**config.mk**
```make
export PLATFORM = sky130hd
export DESIGN_NAME = calc_result_bcd
export DESIGN_NICKNAME = d
export VERILOG_FILES = /design/src/rtl/calc_result_bcd.sv
export SDC_FILE = /design/constraint.sdc
export NUM_CORES = 1
export LEC_CHECK = 0
export ABC_AREA = 1
export BUFFER_PORTS_ARGS = -buffer_cell sky130_fd_sc_hd__buf_4
export CAP_MARGIN = 20
export CORE_ASPECT_RATIO = 1.2
export CORE_MARGIN = 10
export CORE_UTILIZATION = 50
export DETAILED_ROUTE_END_ITERATION = 12
export PLACE_DENSITY = 0.75
export SYNTH_ARGS = -nofsm -noshare
export SYNTH_HDL_FRONTEND = slang
export SYNTH_SLANG_ARGS = --single-unit
```
**constraint.sdc**
```tcl
create_clock -name clk -period 1.6 [get_ports clk]
set_input_delay 0.16 -clock clk [delete_from_list [all_inputs] [get_ports clk]]
set_output_delay 0.16 -clock clk [all_outputs]
set_load 0.005 [all_outputs]
```
**src/rtl/calc_result_bcd.sv**
```systemverilog
// Sequential shift-and-add-3 binary to BCD converter for the calculator result.
// Ports: clk, rst, start, result, overflow in; busy, done, bcd, err out.
module calc_result_bcd #(
  parameter int WIDTH  = 8,
  parameter int DIGITS = 3
) (
  input  logic                  clk,
  input  logic                  rst,
  input  logic                  start,
  input  logic [WIDTH-1:0]      result,
  input  logic                  overflow,
  output logic                  busy,
  output logic                  done,
  output logic [4*DIGITS-1:0]   bcd,
  output logic                  err
);

  localparam int BW = 4 * DIGITS;
  localparam int CW = $clog2(WIDTH + 1);

  typedef enum logic [1:0] {
    S_IDLE,
    S_SHIFT,
    S_DONE
  } state_t;

  state_t            state_q;
  state_t            state_d;
  logic [WIDTH-1:0]  bin_q;
  logic [BW-1:0]     scr_q;
  logic [CW-1:0]     cnt_q;
  logic              ovf_q;
  logic [BW-1:0]     bcd_q;
  logic              err_q;
  logic              done_q;

  logic [BW-1:0]       adj;
  logic [BW+WIDTH-1:0] sh;

  // Each digit is corrected on its own; a digit <= 9 plus 3 fits in
  // 4 bits, so no carry ever crosses into the neighbour.
  always_comb begin
    adj = '0;
    for (int i = 0; i < DIGITS; i++) begin
      if (scr_q[4*i +: 4] >= 4'd5)
        adj[4*i +: 4] = scr_q[4*i +: 4] + 4'd3;
      else
        adj[4*i +: 4] = scr_q[4*i +: 4];
    end
    sh = {adj, bin_q} << 1;
  end

  always_ff @(posedge clk or posedge rst) begin
    if (rst)
      state_q <= S_IDLE;
    else
      state_q <= state_d;
  end

  always_comb begin
    state_d = state_q;
    unique case (state_q)
      S_IDLE:  if (start) state_d = S_SHIFT;
      S_SHIFT: if (cnt_q == CW'(1)) state_d = S_DONE;
      S_DONE:  state_d = S_IDLE;
      default: state_d = S_IDLE;
    endcase
  end

  // done is registered at the edge leaving S_DONE so it coincides
  // with the cycle in which bcd/err first show the new value.
  always_ff @(posedge clk or posedge rst) begin
    if (rst) begin
      bin_q  <= '0;
      scr_q  <= '0;
      cnt_q  <= '0;
      ovf_q  <= 1'b0;
      bcd_q  <= '0;
      err_q  <= 1'b0;
      done_q <= 1'b0;
    end else begin
      done_q <= 1'b0;
      unique case (state_q)
        S_IDLE: begin
          if (start) begin
            bin_q <= result;
            scr_q <= '0;
            ovf_q <= overflow;
            cnt_q <= CW'(WIDTH);
          end
        end
        S_SHIFT: begin
          {scr_q, bin_q} <= sh;
          cnt_q          <= cnt_q - CW'(1);
        end
        S_DONE: begin
          bcd_q  <= scr_q;
          err_q  <= ovf_q;
          done_q <= 1'b1;
        end
        default: ;
      endcase
    end
  end

  assign busy = (state_q != S_IDLE);
  assign done = done_q;
  assign bcd  = bcd_q;
  assign err  = err_q;

endmodule

```
# ---- Word-level counts from Yosys, hierarchy flattened
# Index checks and enable logic that the tools add are counted.
dict set report totals {
  register_bits 41
  input_bits 12
}
dict set report op_classes {
  add_sub_neg 4
  magnitude_cmp 3
  eq_ne 5
  muxes 13
  n_reduce_logical 6
}
# op n
set ops {}
lappend ops {{one-hot mux 12 bit (2 select lines)} 1}
lappend ops {{one-hot mux 8 bit (2 select lines)} 1}
lappend ops {{greater-or-equal comparator 4 x 3 -> 1 bit, second input constant} 3}
lappend ops {{2-to-1 mux 12 bit} 1}
lappend ops {{2-to-1 mux 4 bit} 3}
lappend ops {{adder 4 x 2 -> 4 bit, second input constant} 2}
lappend ops {{2-to-1 mux 8 bit} 1}
lappend ops {{one-hot mux 4 bit (2 select lines)} 1}
lappend ops {{AND reduction 2 bit} 3}
lappend ops {{equality test 4 x 1 -> 1 bit, second input constant} 1}
lappend ops {{2-to-1 mux 2 bit} 2}
lappend ops {{inequality test 2 bit, second input constant} 2}
lappend ops {{one-hot mux 2 bit (2 select lines)} 1}
lappend ops {{nonzero test 2 bit} 2}
lappend ops {{subtractor 4 x 1 -> 4 bit, second input constant} 1}
lappend ops {{adder 3 x 2 -> 3 bit, second input constant} 1}
lappend ops {{2-to-1 mux 3 bit} 1}
lappend ops {{equality test 2 x 1 -> 1 bit, second input constant} 1}
lappend ops {{equality test 2 bit, second input constant} 1}
lappend ops {{zero test 2 bit} 1}
lappend ops {{2-to-1 mux 1 bit} 1}

# ---- Depth between registers and ports, before layout
dict set report logic_depth {
  ltp_word 3
  depth_mapped 8
}

# ---- Worst setup path before layout
# No wires, ideal clock.
dict set report synth_path {
  kind {reg-to-reg}
  startpoint {register scr_q[0]}
  endpoint {register scr_q[4]}
  setup_ns 0.124
  arrival_ns 1.030
  t_required_ns 1.476
  setup_slack_ns 0.446
  stages_incl_launch_ff 8
  path_buffers 0
  path_cell_list {dfrtp_1 -> inv_1 -> ha_1 -> inv_1 -> nand2_1 -> nand3_1 -> nand2_1 -> o21bai_1}
}
dict set report synth_via {
  elab_chain_cells 3
}
# item line
set synth_rtl {}
lappend synth_rtl {{start: declaration} 30} ;# logic [BW-1:0] scr_q;
lappend synth_rtl {{start signal: assignment} 93} ;# {scr_q, bin_q} <= sh;
lappend synth_rtl {{adder 4 x 2 -> 4 bit / greater-or-equal comparator 4 x 3 -> 1 bit (equally long branches)} {46, 45}}
lappend synth_rtl {{2-to-1 mux 4 bit (*)} 45} ;# if (scr_q[4*i +: 4] >= 4'd5)
lappend synth_rtl {{one-hot mux 12 bit (2 select lines) (*)} 83} ;# unique case (state_q)
# Every way passes the cells marked *; elsewhere a longest branch is shown, timed or not.
# A chain may end at the register's enable or synchronous reset.

# ---- Worst setup path after layout
dict set report layout_path {
  startpoint {register state_q[0]}
  endpoint {output busy}
}
dict set report layout_via {
  elab_chain_cells 1
}
# item line
set layout_rtl {}
lappend layout_rtl {{start: declaration} 27} ;# state_t state_q;
lappend layout_rtl {{start signal: assignment} 57} ;# state_q <= state_d;
lappend layout_rtl {{nonzero test 2 bit} 106} ;# assign busy = (state_q != S_IDLE);
lappend layout_rtl {{end: declaration} 12} ;# output logic busy,
# Every way passes these cells.

==> impl_metrics.tcl <==
set metrics [dict create \
    outcome "finished, violations left" \
    failed_checks "negative hold slack" \
    tightest_slew_ns 0.4963 \
    synth.most_common_cell "nand2_1" \
    fin_hold_ws_ns -0.01386 \
    nets 288 \
    synth_edf_count 0 \
    seq_area_frac_synth_pct 49.70 \
    rows 25 \
    setup_viol 0 \
    synth.top_cell.area_share_pct 49.70 \
    synth_seq_cells 41 \
    rsz0062_at_grt "no" \
    routed_wl_um 3604 \
    syn_avg_cell_area_um2 8.674 \
    relSlewSlack_pct 66.92 \
    place_ws_ns 0.3288 \
    antenna_found_initial 0 \
    design.die.area_um2 7110 \
    dieWidth_um 78.66 \
    synth_cell_type_count 21 \
    r2r_setup_slack_ns 0.30 \
    drv_slew 0 \
    hp-class "input pin to async pin" \
    cts-buffers-inserted 5 \
    initial_utilization_pct 51.97 \
    syn_nets 258 \
    finalHoldViolCount 30 \
    cts_tree "yes" \
    dp_hpwl_um 2644 \
    area_delta_synth_final_pct 14.73 \
    cts_hold_buf 0 \
    gr-total-overflow 0 \
    postCtsSetupRepairBufs 0 \
    drive_gt1_share_pct 21.27 \
    vias_per_cell 4.913 \
    port-buffer-count 26 \
    worstPathArrival_ns 1.16 \
    numClockSinks 41 \
    layout_min_cycle_time_ns 1.323 \
    grt_usage_pct 11.17 \
    cp-start-kind "flip-flop" \
    die_h_um 90.39 \
    ys_warn_count 0 \
    worst_r2r_endpoint "scr_q[4]$_DFFE_PP0P_" \
    crit_path_end_kind "output pin" \
    gp_congestion 0.7735 \
    rr_startpoint "scr_q[0]$_DFFE_PP0P_" \
    path_clk_slew_ns 0.07 \
    achievable-frequency_ghz 0.7558 \
    synthTopCellsByCount "nand2_1 (74), dfrtp_1 (41), inv_1 (30)" \
    num_io_pins 27 \
    ff2ff_path_depth 7 \
    finalWorstSetupSlack_ns 0.2768 \
    cp_max_fo 4 \
    core_um2 3973 \
    syn_area_um2 2064 \
    p_per_area_nw_per_um2 1954 \
    maxCapViolCount 0 \
    synth_cells 238 \
    fin_setup_tns_ns 0 \
    post_cts_resized 0 \
    ys.flop_type "dfrtp_1" \
    ir_worst_vdd_mv 0.8864 \
    cp.required_ns 1.44 \
    p_leak_nw 1.234 \
    drcViolationCount 0 \
    worstSetupStartpoint "state_q[0]$_DFFE_PP0P_" \
    drtAntennaViolNets 0 \
    wl_per_cell_um 11.19 \
    fin_crit_sh_pct 82.70 \
    cts_htree_levels 2 \
    worstSkewPairLatency_ns 0.29 \
    num_vias 1582 \
    path_class "flip-flop to output pin" \
    antenna_cells 0 \
    synth-async-reset-ratio_pct 100.0 \
    fin_total_pwr_mw 4.627 \
    clockBufferDepth 2 \
    drt_iter0_markers 114 \
    yosys.area.top_type "dfrtp_1" \
    skew_ns 0.008730 \
    grt_pass1_vias 1542 \
    fillers 368 \
    grt_start_max_net_pins 42 \
    cts-root-buf "clkbuf_8" \
    grt_pass1_wl_um 6672 \
    ys_top_cells_by_area "dfrtp_1 (50%), nand2_1 (13%), inv_1 (5.5%)" \
    dr.pass1.iters 4 \
]
## placed cells by master (no fill, tap or decap), drive strengths merged
cell type,instances
nand3,19
clkbuf,7
ha,8
dfrtp,41
xnor2,1
inv,34
nand4,6
nand2,75
buf,30
o21ai,36
o22ai,3
nor3,1
o21bai,1
nor2,6
## through the flow
step	cells	util, %	cell area [um2]
CTS	322	59.62	2369
finish	322	59.62	2369
global placement	315	57.45	2282
global route	322	59.62	2369
detailed placement	315	57.45	2282
floorplan	238	-	2064
## state kept, by name, indices dropped and copies added (netlist names)
register,count
bcd,12
scr_q,12
bin_q,8
cnt_q,4
state_q,2
done,1
err,1
ovf_q,1
## worst max path at each step
stage | endpoint | slack, ns | cells after the start
finish | busy | 0.28 | 3
global route | scr_q[1]$_DFFE_PP0P_ | 0.17 | 8
CTS | busy | 0.25 | 3
detailed placement | scr_q[4]$_DFFE_PP0P_ | 0.33 | 7
global placement | cnt_q[3]$_DFFE_PP0P_ | 0.36 | 5
floorplan | scr_q[4]$_DFFE_PP0P_ | 0.45 | 7
## cell type report
class,instances,area (um2),area share (%)
flip-flops and latches,41,1026,43.32
multi-input cells,156,833.3,35.18
repair buffers,30,225.2,9.509
well taps,54,67.56,2.853
inverters,34,130.1,5.494
clock buffers,7,86.33,3.645
## power breakdown
part | internal (mW) | total (mW) | switching (mW) | leakage (nW)
clock network | 0.342 | 0.672 | 0.330 | 0.0443
logic | 0.925 | 2.21 | 1.28 | 0.675
registers | 1.48 | 1.75 | 0.269 | 0.515
## kinds of logic (layout without fill, tap and decap cells)
logic type               after synthesis  in the layout  synth area share [%]
flip-flops                            41             41                 49.70
XOR/XNOR                               1              1                0.4243
AND/OR/NAND/NOR                      107            107                 21.64
adder cells (fa/ha/maj)                8              8                 4.849
AO/OA/AOI/OAI                         40             40                 13.46
buffers and inverters                 41             71                 9.940
## layer usage
metal / global-route usage [%] / share of wire (%)
met5: 0 / 0
met4: 4.192 / 1.5
met3: 4.183 / 5.4
met2: 17.99 / 47
met1: 13.05 / 47
## critical path, stage by stage (launching register included)
cell	delay, ns
dfrtp_1	0.45
nor2_1	0.23
inv_1	0.06
buf_4	0.14
No activity file was read; power rests on OpenSTA's default activity.
